<file path="src/rtl/clasificador_entrada.sv">
// clasificador_entrada: one-word holding register that steers each word to the FIFO
// selected by its top class bits. Define CLASIFICADOR_ENTRADA_DROP_EN to drop words aimed at a full FIFO.
module clasificador_entrada #(
  parameter int QUEUE_QUANTITY = 4,
  parameter int DATA_BITS      = 8
) (
  input  logic                      clk,
  input  logic                      rst,
  input  logic                      enb,
  input  logic                      in_valid,
  input  logic [DATA_BITS-1:0]      in_data,
  output logic                      in_ready,
  input  logic [QUEUE_QUANTITY-1:0] fifo_full,
  output logic [QUEUE_QUANTITY-1:0] push,
  output logic [DATA_BITS-1:0]      push_data,
  output logic                      bloqueado,
  output logic [15:0]               contador_total,
  output logic [7:0]                drop_count
);

  localparam int CLS_W = $clog2(QUEUE_QUANTITY);

  typedef enum logic [1:0] {VACIO, CARGADO, BLOQUEADO} state_t;

  state_t               state, state_nxt;
  logic [DATA_BITS-1:0] held_data;
  logic [CLS_W-1:0]     held_cls;
  logic [CLS_W-1:0]     in_cls;
  logic                 held_valid;
  logic                 active;
  logic                 target_full;
  logic                 push_fire;
  logic                 leave;
  logic                 accept;
  logic                 full_blocks;

  assign in_cls      = in_data[DATA_BITS-1 -: CLS_W];
  assign active      = enb && !rst;
  assign held_valid  = (state != VACIO);
  assign target_full = fifo_full[held_cls];
  assign push_fire   = active && held_valid && !target_full;
  assign accept      = in_valid && in_ready;
  assign push_data   = held_valid ? held_data : '0;

`ifdef CLASIFICADOR_ENTRADA_DROP_EN
  // A held word aimed at a full FIFO leaves the register anyway, so input is never stalled.
  logic drop_fire;
  assign drop_fire   = active && held_valid && target_full;
  assign leave       = push_fire || drop_fire;
  assign in_ready    = active;
  assign bloqueado   = 1'b0;
  assign full_blocks = 1'b0;
`else
  assign leave       = push_fire;
  assign in_ready    = active && (!held_valid || !target_full);
  assign bloqueado   = held_valid && target_full;
  assign full_blocks = 1'b1;
`endif

  always_comb begin
    // NOTE: every combinational output gets a default first so no path can infer a latch.
    push = '0;
    if (push_fire) push[held_cls] = 1'b1;
  end

  always_comb begin
    state_nxt = state;
    if (leave || !held_valid) begin
      if (accept) state_nxt = (full_blocks && fifo_full[in_cls]) ? BLOQUEADO : CARGADO;
      else        state_nxt = VACIO;
    end else begin
      state_nxt = (full_blocks && target_full) ? BLOQUEADO : CARGADO;
    end
  end

  // Reset wins over enb; with enb low every register holds.
  always_ff @(posedge clk) begin
    // NOTE: sequential state uses non-blocking assignments so all registers update together.
    if (rst) begin
      state          <= VACIO;
      held_data      <= '0;
      held_cls       <= '0;
      contador_total <= '0;
    end else if (enb) begin
      state <= state_nxt;
      if (accept) begin
        held_data <= in_data;
        held_cls  <= in_cls;
      end
      if (push_fire) contador_total <= contador_total + 16'd1;
    end
  end

`ifdef CLASIFICADOR_ENTRADA_DROP_EN
  always_ff @(posedge clk) begin
    if (rst)                                  drop_count <= '0;
    else if (drop_fire && drop_count != 8'hFF) drop_count <= drop_count + 8'd1;
  end
`else
  assign drop_count = '0;
`endif

endmodule

</file>
<file path="config.mk">
export PLATFORM = sky130hd
export DESIGN_NAME = clasificador_entrada
export DESIGN_NICKNAME = d
export VERILOG_FILES = /design/src/rtl/clasificador_entrada.sv
export SDC_FILE = /design/constraint.sdc
export NUM_CORES = 1
export LEC_CHECK = 0
export CAP_MARGIN = 20
export CORE_MARGIN = 1
export CORE_UTILIZATION = 46
export DETAILED_ROUTE_END_ITERATION = 10
export GPL_ROUTABILITY_DRIVEN = 0
export MAX_ROUTING_LAYER = met4
export PLACE_DENSITY = 0.94
export SYNTH_ARGS = -nofsm -noshare
export SYNTH_HDL_FRONTEND = slang
export SYNTH_SLANG_ARGS = --single-unit
</file>
<file path="constraint.sdc">
create_clock -name clk -period 4.4 [get_ports clk]
set_input_delay 0.44 -clock clk [delete_from_list [all_inputs] [get_ports clk]]
set_output_delay 0.44 -clock clk [all_outputs]
set_load 0.1 [all_outputs]
</file>
=== Word level (Yosys, flattened, before mapping) ===
Cells that the tools add are included.

* $add $sub $neg: 1
* $lt $le $gt $ge: 3
* Mux-type cells: 12
* Reductions and logical operators: 15

{| class="wikitable"
|+ Operators with widths
! cell !! count
|-
| 16-bit by 1-bit adder with 16-bit output, second input constant || 1
|-
| 2-bit 2-to-1 mux || 4
|-
| 8-bit 2-to-1 mux || 1
|-
| 1-bit logical AND || 7
|-
| 2-bit by 3-bit less-than comparator with 1-bit output, second input constant || 2
|-
| 1-bit binary-select mux with 2-bit select || 2
|-
| 4-bit 2-to-1 mux || 1
|-
| 2-bit AND reduction || 2
|-
| 1-bit logical NOT || 3
|-
| 1-bit 2-to-1 mux || 3
|-
| 1-bit demux with 2-bit select || 1
|-
| 2-bit by 1-bit greater-or-equal comparator with 1-bit output, second input constant || 1
|-
| 1-bit logical OR || 2
|-
| 2-bit nonzero test || 1
|}

* Bits in registers: 28
* Bits of input ports: 16
* Logic and storage cells: 35

=== Longest topological paths before layout ===
Gate-level depths: netlist of the first run.

* Depth after elaboration: 8
* Depth in mapped cells: 6

=== Worst setup path after synthesis of the first run ===
Ideal clock, no wire load.

* Kind: reg-to-output
* From: register, netlist name held_data[6]
* To: output port push[2]
* Data arrival time: 3.889 ns
* Setup slack: 0.071 ns
* Stages on the path, launching flop included: 6
* Buffers on the path: 2
* Cell sequence: dfxtp_1 > mux4_2 > or3_4 > buf_6 > buf_2 > nor3b_1

{| class="wikitable"
|+ RTL lines
! what !! line !! source
|-
| to (decl) || 14 || <nowiki>output logic [QUEUE_QUANTITY-1:0] push,</nowiki>
|}

==> key figures, run 1 <==
Run status
  • Outcome: finished clean

Worst setup path
  • Worst Reg-to-Reg Cells: 4
  • Worst Setup Path Type: flop to output port
  • Critical path arrival: 2.58 ns
  • Endpoint class of the critical path: output port
  • Slowest CP cell: nor3_1
  • Maximum fanout along the worst path: 7
  • Crit-path leading delay family: simple AND/OR/NAND/NOR gates
  • Reg-to-Reg End: contador_total[6]$_SDFFE_PP0P_
  • CP Depth: 5
  • Worst reg2reg setup slack: 2.04 ns
  • Setup crit start kind: flop
  • Crit-path cells: mux4_2 -> nor3_1 -> nand2_1 -> nor2_1 -> buf_4
  • WP buf/inv: 1
  • Worst path required time: 3.96 ns
  • Reg2reg start: held_data[6]$_SDFFE_PP0P_
  • Crit. Startpoint: held_data[6]$_SDFFE_PP0P_
  • Worst Setup EP: push[1]
  • CP peak stage delay: 0.63 ns

Die
  • Die W: 55.52 um
  • Total core area: 2734 um^2
  • IO Pins: 54
  • Die Area: 3082 um^2
  • DIE HEIGHT: 55.52 um
  • Initial core utilization: 48.19%
  • Rows: 19

STA
  • Slew @ Worst Pin: 0.9919 ns
  • Setup violators final: 0
  • Final hold violations: 0
  • Tcrit/Tclk final: 68.72%
  • Slew HR: 33.66%
  • Fin Clk Skew: 0.005150 ns
  • Slew Limit Fails: 0
  • RSZ-0062 raised after global routing: no
  • Setup TNS: 0 ns
  • Final min period: 3.024 ns
  • Peak Freq: 330.7 MHz

GRT
  • Largest net degree at the start of global routing: 25
  • Overall Global Routing Usage: 20.91%
  • First-pass GRT wire length: 4.974 mm
  • Gr ovfl total: 0
  • Antenna violations before repair: 0
  • Vias in the first global route: 1119

Routing
  • Wire length per cell: 12.45 um
  • Pre-Repair DR Iteration Count: 4
  • Antenna Nets Post-Route: 0
  • Overall via count from detail_route: 1257
  • Wirelength, routed: 2.925 mm
  • Vias per inst: 5.349
  • # DRC: 0
  • DRT iter0 DRCs: 23

Min path
  • Hold Crit Start: held_data[3]$_SDFFE_PP0P_
  • Hold Path Class: flop to flop

CTS
  • Hold buffer count at cts: 0
  • CTS buffer count: 3
  • Worst skew pair latency: 0.32 ns
  • Clock transition at path regs: 0.14 ns
  • CTS tree: built
  • Root Driver: clkbuf_4
  • H-tree lvl count: 1
  • Clock Sink Count: 26
  • Max Root-Sink Buffers: 2
  • # resized after CTS: 0
  • Number of post-CTS setup repair buffers: 0

Placement
  • Port bufs: 45
  • DP HPWL: 2.092 mm

Cells and area
  • Share of cells above drive strength 1: 6.863%
  • Final net count: 223
  • Footprint of the multi-input gates: 716.9 um^2
  • # diodes: 0
  • Layout area overhead: 33.52%
  • Final core occ: 64.35%
  • Storage element area: 520.5 um^2
  • FILL cells: 222

Power
  • Power Density: 258.4 nW/um^2
  • Design Power: 0.4547 mW
  • Peak supply drop: 0.1673 mV
  • Comb power frac: 23.3%
  • Cell leakage power: 0.6415 nW
  • Int Pwr: 0.3008 mW
  • Switching share of total power: 33.85%
  • Switching Power: 0.1539 mW
  • Power share of the clock group: 22.6%
  • Sequential Power Share: 54.0%

Yosys
  • Synth top area cells: dfxtp_1 (40%), nand2_1 (9.1%), buf_4 (4.6%)
  • Syn avg cell area: 8.133 um^2
  • Cell Area, Synth: 1318 um^2
  • Synthesis-stage register bit count: 26
  • Synthesized instance count: 162
  • Top-area cell type share of the netlist area: 39.51%
  • Post-synthesis sequential area ratio: 39.51%
  • Cell variety after synth: 33
  • Synth warn: 0
  • Area leader, netlist: dfxtp_1

Job
  • Max_cap viols: 0
## metal layers
metal  routed length (um)  global-route usage [%]  up-vias
met5                    0                       -        -
met3                  173                   4.684        5
met2                 1424                   34.60       46
met4                   34                   6.429        0
li1                     -                       -      637
met1                 1292                   25.41      569
## per-stage QoR
stage          hold WS, ns  worst slack [ns]  cell area (um^2)  cells
2_1_floorplan       0.4314           0.07050              1344    169
3_3_place_gp        0.4388             1.449              1737    232
3_5_place_dp        0.4486             1.394              1737    232
4_1_cts             0.4662             1.361              1759    235
5_1_grt             0.4847             1.102              1759    235
6_report            0.4619             1.376              1759    235
## cell usage after synthesis, drive strengths merged
cell,instances
nand2,32
dfxtp,26
o21ai,11
a21oi,10
buf,10
and2,8
nor2,8
nand3,7
or4,6
o31ai,5
or3,5
clkbuf,4
inv,4
mux2i,4
nand2b,3
and3,2
mux4,2
nor3,2
o311ai,2
a211oi,1
a311oi,1
and4,1
conb,1
ha,1
nand4,1
nor3b,1
o41ai,1
or2,1
or3b,1
xnor2,1
## kinds of logic after synthesis
logic type	count (synthesis)	share of synthesized area, %
other	1	0.2846
adder cells (fa/ha/maj)	1	0.9495
buffers and inverters	18	8.071
AO/OA/AOI/OAI	31	14.06
XOR/XNOR	1	0.6649
multiplexers	6	6.458
flip-flops	26	39.51
AND/OR/NAND/NOR	78	30.01
## worst min-delay path by stage
stage / endpoint / cells after the start
after floorplan: held_data[0]$_SDFFE_PP0P_ / 2
after global routing: held_data[5]$_SDFFE_PP0P_ / 2
after detailed placement: held_data[5]$_SDFFE_PP0P_ / 2
after global placement: held_data[2]$_SDFFE_PP0P_ / 2
final: held_data[3]$_SDFFE_PP0P_ / 2
after CTS: held_data[3]$_SDFFE_PP0P_ / 2
## placed cells by master (no fill, tap or decap), types with 6 or more instances in the layout
| master | count |
|---|---|
| clkdlybuf4s50_1 | 40 |
| nand2_1 | 32 |
| dfxtp_1 | 26 |
| o21ai_0 | 11 |
| a21oi_1 | 10 |
| nor2_1 | 8 |
| and2_1 | 8 |
| conb_1 | 8 |
| nand3_1 | 7 |
| or4_1 | 6 |
| buf_4 | 6 |
## power by group through the flow
stage	clock (mW)	combinational [mW]	sequential, mW
after floorplan	0	0.0838	0.252
after global placement	0	0.105	0.251
after detailed placement	0	0.106	0.251
after CTS	0.103	0.106	0.246
after global routing	0.113	0.112	0.247
final	0.103	0.106	0.246
## worst reg2reg max path, delay by kind of cell, from the launching register on
family	cells	cell delay, ns
simple gates	2	1.07
mux	1	0.59
flops	1	0.48
compound gates	1	0.15
## sequential cells by signal (all words and copies together), names as in the netlist
| register | cells |
|---|---|
| contador_total | 16 |
| held_data | 8 |
| state | 2 |
## area by class of cell
class	count	share of cell area [%]
multi-input combinational	125	40.75
inverter	4	0.8535
sequential	26	29.59
timing repair buffer	46	25.32
tap	31	2.205
clock buffer	3	1.280
Note: power is estimated with default switching activity, not from simulation.
==> inputs of run 2 (changes only) <==
--- a/config.mk
+++ b/config.mk
@@ -7,11 +7,11 @@
 export LEC_CHECK = 0
 export CAP_MARGIN = 20
 export CORE_MARGIN = 1
-export CORE_UTILIZATION = 46
+export CORE_UTILIZATION = 38
 export DETAILED_ROUTE_END_ITERATION = 10
 export GPL_ROUTABILITY_DRIVEN = 0
 export MAX_ROUTING_LAYER = met4
-export PLACE_DENSITY = 0.94
+export PLACE_DENSITY = 0.84
 export SYNTH_ARGS = -nofsm -noshare
 export SYNTH_HDL_FRONTEND = slang
 export SYNTH_SLANG_ARGS = --single-unit
==> constraint.sdc (replaced) <==
create_clock -name clk -period 2.6 [get_ports clk]
set_input_delay 0.26 -clock clk [delete_from_list [all_inputs] [get_ports clk]]
set_output_delay 0.26 -clock clk [all_outputs]
set_load 0.1 [all_outputs]
==> run 2 against run 1 <==
Largest cell class unchanged; critical endpoint is now push[2]; critical path type unchanged; sequential share of layout area decreased by 1.5 points; clock power up 99%; clock skew shrank 0.0027 ns.
==> key figures, run 2 (synthesis results as in run 1) <==
STA
  • Slew Limit Fails: 0 (unchanged)
  • Tcrit/Tclk final: 95.42%
  • Final worst slack: 0.1191 ns (-1.257 ns)
  • RSZ-0062 raised after global routing: no
  • Final hold violations: 0 (unchanged)
  • Peak Freq: 403.1 MHz
  • Final min period: 2.481 ns
  • Hold_ws: 0.4627 ns (+0.0008710 ns)
  • Fin Clk Skew: 0.002491 ns (-0.002659 ns)
  • Setup violators final: 0 (unchanged)
  • Setup TNS: 0 ns (unchanged)

Worst setup path
  • Setup crit start kind: flop
  • CP peak stage delay: 0.57 ns (-0.06 ns)
  • Worst Setup Path Type: flop to output port
  • Crit-path leading delay family: simple AND/OR/NAND/NOR gates
  • Crit-path cells: mux4_2 -> or3_4 -> nor3b_4 -> buf_12
  • Endpoint class of the critical path: output port
  • WP buf/inv: 1 (unchanged)
  • Worst path required time: 2.34 ns (-1.62 ns)
  • Slowest CP cell: mux4_2
  • Critical path arrival: 2.22 ns (-0.36 ns)
  • Maximum fanout along the worst path: 7 (unchanged)

Die
  • Initial core utilization: 39.48% (-8.7 points)
  • DIE HEIGHT: 60.88 um (+9.7%)
  • IO Pins: 54 (unchanged)
  • Rows: 21 (+2)
  • Total core area: 3337 um^2 (+22%)
  • Die Area: 3706 um^2 (+20%)
  • Die W: 60.88 um (+9.7%)

GRT
  • Overall Global Routing Usage: 17.91% (-3.0 points)
  • Gr ovfl total: 0 (unchanged)
  • Antenna violations before repair: 0 (unchanged)
  • Largest net degree at the start of global routing: 25 (unchanged)
  • First-pass GRT wire length: 4.823 mm (-3.0%)
  • Vias in the first global route: 1135 (+1.4%)

CTS
  • H-tree lvl count: 1 (unchanged)
  • Max Root-Sink Buffers: 2 (unchanged)
  • Hold buffer count at cts: 0 (unchanged)
  • CTS tree: built
  • CTS buffer count: 3 (unchanged)
  • # resized after CTS: 0 (unchanged)
  • Worst skew pair latency: 0.32 ns (about the same)
  • Number of post-CTS setup repair buffers: 0 (unchanged)
  • Root Driver: clkbuf_4
  • Clock transition at path regs: 0.13 ns (about the same)
  • Clock Sink Count: 26 (unchanged)

Cells and area
  • Final core occ: 55.91% (-8.4 points)
  • Non-Filler Instances: 256 (+8.9%)
  • Largest reg by FF count: contador_total
  • # diodes: 0 (unchanged)
  • Max reg flops: 16 (unchanged)
  • Fin area: 1866 um^2 (+6.0%)
  • Commonest non-fill, non-tap cells in the layout: nand2_1 (32), buf_4 (30), dfxtp_1 (25)
  • Share of cells above drive strength 1: 23.81% (+17 points)
  • Final net count: 228 (+2.2%)
  • Largest registers: contador_total: 16 flops, held_data: 8 flops, state: 2 flops
  • Layout area overhead: 41.60%
  • FILL cells: 325 (+46%)
  • Commonest non-fill, non-tap cell in the layout: nand2_1

Run status
  • Outcome: finished clean

Routing
  • Vias per inst: 5.035 (-5.9%)
  • Wire length per cell: 11.59 um (-6.9%)
  • Pre-Repair DR Iteration Count: 6 (+2)
  • DRT iter0 DRCs: 69 (+200%)
  • Wirelength, routed: 2.966 mm (+1.4%)
  • Antenna Nets Post-Route: 0 (unchanged)
  • # DRC: 0 (unchanged)
  • Overall via count from detail_route: 1289 (+2.5%)

Power
  • Cell leakage power: 0.7357 nW (+15%)
  • Peak supply drop: 0.3650 mV (+120%)
  • Power Density: 434.4 nW/um^2 (+68%)
  • Design Power: 0.8103 mW (+78%)

Placement
  • Port bufs: 45 (unchanged)
  • DP Area: 1807 um^2 (+4.0%)
  • Placed Instances: 249 (+7.3%)
  • DP HPWL: 2.153 mm (+2.9%)
  • Pre-CTS WS: 0.1351 ns (-1.259 ns)

Job
  • Max_cap viols: 0 (unchanged)

Min path
  • Hold Path Class: flop to flop
## run 2: routing by layer
layer  share of wire [%]  up-vias  global-route usage (%)  wire length [um]
met5                   0        -                       -                 0
met4                0.98        0                   5.844                29
met3                 5.4        4                   4.478               161
met2                  51       36                   30.93              1506
met1                  43      590                   20.16              1268
li1                    -      659                       -                 -
## run 2: final timing paths
kind	end	depth (start not counted)	slack (ns)	start
max	push[2]	4	0.12	held_data[6]$_SDFFE_PP0P_
min	held_data[4]$_SDFFE_PP0P_	2	0.46	held_data[4]$_SDFFE_PP0P_
max reg2reg	contador_total[14]$_SDFFE_PP0P_	5	0.26	held_data[6]$_SDFFE_PP0P_
min reg2reg	held_data[4]$_SDFFE_PP0P_	2	0.46	held_data[4]$_SDFFE_PP0P_
## run 2: final cells by class
| cell class | count | area (um^2) | share of cell area [%] |
|---|---|---|---|
| clock buffer | 4 | 36.28 | 1.945 |
| sequential | 26 | 524.3 | 28.10 |
| inverter | 4 | 15.01 | 0.8048 |
| timing repair buffer | 50 | 475.5 | 25.49 |
| multi-input combinational | 126 | 757.0 | 40.58 |
| tap | 46 | 57.56 | 3.085 |
## run 2: worst reg2reg max path, stage by stage, from the launching register on
cell and delay, ns:
dfxtp_4 0.44, mux4_2 0.57, or3_4 0.46, buf_4 0.16
or4_1 0.51, a21oi_1 0.15
## run 2: report_power, final
part,total (mW),internal (mW),switching [mW]
Clock,0.205,0.0858,0.119
Combinational,0.189,0.0524,0.136
Sequential,0.417,0.408,0.00911
Total,0.810,0.546,0.264
==> inputs of run 3 (changes only) <==
--- a/config.mk
+++ b/config.mk
@@ -5,13 +5,14 @@
 export SDC_FILE = /design/constraint.sdc
 export NUM_CORES = 1
 export LEC_CHECK = 0
-export CAP_MARGIN = 20
-export CORE_MARGIN = 1
+export CAP_MARGIN = 15
+export CORE_MARGIN = 2
 export CORE_UTILIZATION = 38
 export DETAILED_ROUTE_END_ITERATION = 10
 export GPL_ROUTABILITY_DRIVEN = 0
 export MAX_ROUTING_LAYER = met4
 export PLACE_DENSITY = 0.84
+export SETUP_SLACK_MARGIN = 0.05
 export SYNTH_ARGS = -nofsm -noshare
 export SYNTH_HDL_FRONTEND = slang
 export SYNTH_SLANG_ARGS = --single-unit
==> run 3 against run 2 <==
Clock skew is 0.00091 ns lower; power rose by 1.1%; via count grew 2.4%; die area up 6.7%; global-route usage down 0.85 points; critical path depth unchanged; core utilization rose by 0.52 points; critical path type unchanged; highest routed layer unchanged.
==> key figures, run 3 (synthesis results as in run 1) <==
GRT
  • Gr ovfl total: 0 (unchanged)
  • Largest net degree at the start of global routing: 17 (-32%)
  • Antenna violations before repair: 0 (unchanged)
  • First-pass GRT wire length: 5.340 mm (+11%)
  • Overall Global Routing Usage: 17.06% (-0.85 points)
  • Vias in the first global route: 1262 (+11%)

Die
  • Die Area: 3954 um^2 (+6.7%)
  • IO Pins: 54 (unchanged)
  • Initial core utilization: 39.48% (unchanged)
  • Die W: 62.88 um (+3.3%)
  • DIE HEIGHT: 62.88 um (+3.3%)
  • Rows: 21 (unchanged)
  • Total core area: 3337 um^2 (unchanged)

CTS
  • Max Root-Sink Buffers: 2 (unchanged)
  • Clock transition at path regs: 0.14 ns (about the same)
  • H-tree lvl count: 1 (unchanged)
  • Worst skew pair latency: 0.33 ns (about the same)
  • CTS tree: built
  • CTS buffer count: 3 (unchanged)
  • Clock Sink Count: 26 (unchanged)
  • Root Driver: clkbuf_4
  • Hold buffer count at cts: 0 (unchanged)

Cells and area
  • Largest reg by FF count: contador_total
  • Largest registers: contador_total: 16 flops, held_data: 8 flops, state: 2 flops
  • Final net count: 230 (+0.88%)
  • Share of cells above drive strength 1: 25.47% (+1.7 points)
  • Max reg flops: 16 (unchanged)
  • Commonest non-fill, non-tap cells in the layout: nand2_1 (32), buf_4 (32), dfxtp_1 (24)
  • # diodes: 0 (unchanged)
  • Layout area overhead: 42.93%

Worst setup path
  • Worst Setup Path Type: flop to output port
  • Maximum fanout along the worst path: 5 (-2)
  • Endpoint class of the critical path: output port
  • Worst reg2reg setup slack: 0.30 ns (+0.04 ns)
  • Reg2reg start: held_data[6]$_SDFFE_PP0P_
  • Worst Reg-to-Reg Cells: 5 (unchanged)
  • Reg-to-Reg End: contador_total[12]$_SDFFE_PP0P_
  • Setup crit start kind: flop
  • Critical path arrival: 2.21 ns (about the same)
  • Worst path required time: 2.34 ns (about the same)
  • Worst Setup EP: push[2]
  • Crit. Startpoint: held_data[6]$_SDFFE_PP0P_

Routing
  • # DRC: 0 (unchanged)
  • Pre-Repair DR Iteration Count: 5 (-1)
  • DRT iter0 DRCs: 58 (-16%)
  • Overall via count from detail_route: 1320 (+2.4%)
  • Wire length per cell: 11.64 um (+0.43%)
  • Wirelength, routed: 3.002 mm (+1.2%)
  • Vias per inst: 5.116 (+1.6%)
  • Antenna Nets Post-Route: 0 (unchanged)

Job
  • Max_cap viols: 0 (unchanged)

Power
  • Power Density: 435.0 nW/um^2 (+0.14%)
  • Cell leakage power: 0.7463 nW (+1.4%)
  • Switching Power: 0.2708 mW (+2.4%)
  • Power share of the clock group: 25.4% (about the same)
  • Comb power frac: 23.8% (+0.5 points)
  • Int Pwr: 0.5483 mW (+0.44%)
  • Sequential Power Share: 50.8% (-0.6 points)
  • Peak supply drop: 0.3957 mV (+8.4%)
  • Switching share of total power: 33.06% (+0.43 points)

STA
  • Final hold violations: 0 (unchanged)
  • Setup violators final: 0 (unchanged)
  • Setup TNS: 0 ns (unchanged)
  • RSZ-0062 raised after global routing: no
  • Hold_ws: 0.4612 ns (-0.001547 ns)
  • Tcrit/Tclk final: 94.86% (-0.56 points)
  • Fin Clk Skew: 0.001584 ns (-0.0009071 ns)
  • Peak Freq: 405.5 MHz (+0.59%)
  • Slew Limit Fails: 0 (unchanged)
  • Final min period: 2.466 ns (-0.01467 ns)
  • Final worst slack: 0.1338 ns (+0.01467 ns)

Placement
  • DP HPWL: 2.131 mm (-1.0%)
  • Port bufs: 45 (unchanged)
  • Pre-CTS WS: 0.1448 ns (+0.009695 ns)

Min path
  • Hold Path Class: flop to flop

Run status
  • Outcome: finished clean
==> run 3: cell count changes in the layout (fill, tap and decap cells not counted) <==
cell / delta
and3_1: -1
and3_2: +1
buf_4: +2
dfxtp_1: -1
dfxtp_2: +1
==> run 3: stage by stage <==
stage	power (mW)	cell area, um^2	utilization [%]	cells
6_report	0.8191	1883	56.43	258
5_1_grt	0.8546	1883	56.43	258
4_1_cts	0.8253	1867	55.94	256
3_5_place_dp	0.6128	1808	54.18	249
3_3_place_gp	0.6108	1808	54.18	249
2_1_floorplan	0.5720	1388	-	169
==> run 3: worst min path at each step <==
stage                               from                         to  slack, ns  depth (start not counted)
6_report       held_data[4]$_SDFFE_PP0P_  held_data[4]$_SDFFE_PP0P_       0.46                          2
5_1_grt                       in_data[0]  held_data[0]$_SDFFE_PP0P_       0.48                          3
4_1_cts                       in_data[2]  held_data[2]$_SDFFE_PP0P_       0.45                          3
3_5_place_dp   held_data[4]$_SDFFE_PP0P_  held_data[4]$_SDFFE_PP0P_       0.45                          2
3_3_place_gp   held_data[3]$_SDFFE_PP0P_  held_data[3]$_SDFFE_PP0P_       0.44                          2
2_1_floorplan                        rst      state[0]$_SDFFE_PP0P_       0.33                          1
==> run 3: per-layer routing <==
layer | vias up | wire length (um) | track usage, %
met4 | 0 | 70 | 7.778
met1 | 594 | 1285 | 18.88
met2 | 54 | 1443 | 28.19
met5 | - | 0 | -
met3 | 11 | 203 | 5.045
li1 | 661 | - | -
==> run 3: cell type report <==
class	count	area, um^2
repair buffers	52	490.5
inverters	4	15.01
well taps	46	57.56
multi-input cells	126	758.2
flip-flops and latches	26	525.5
fillers	310	1454
clock buffers	4	36.28
==> run 3: what timing repair did <==
| action | in CTS | in global routing |
|---|---|---|
| endpoints found under the hold margin | 0 | 0 |
| endpoints found under the setup margin | 1 | 1 |
| cloned | 1 | 0 |
| pin swaps | 1 | 0 |
| setup buffers | 2 | 2 |
| gates resized for setup | 0 | 1 |
==> run 3: power groups by stage <==
stage          Combinational, mW  Clock, mW  Sequential [mW]
2_1_floorplan              0.144          0            0.428
3_3_place_gp               0.185          0            0.425
3_5_place_dp               0.187          0            0.426
4_1_cts                    0.191      0.217            0.417
5_1_grt                    0.205      0.232            0.418
6_report                   0.195      0.208            0.416
==> run 3: worst max-delay path, cell delays in order (launching register included) <==
cell and delay [ns]:
dfxtp_4 0.39, mux4_2 0.57, or3_4 0.46, nor3b_4 0.24
buf_12 0.21
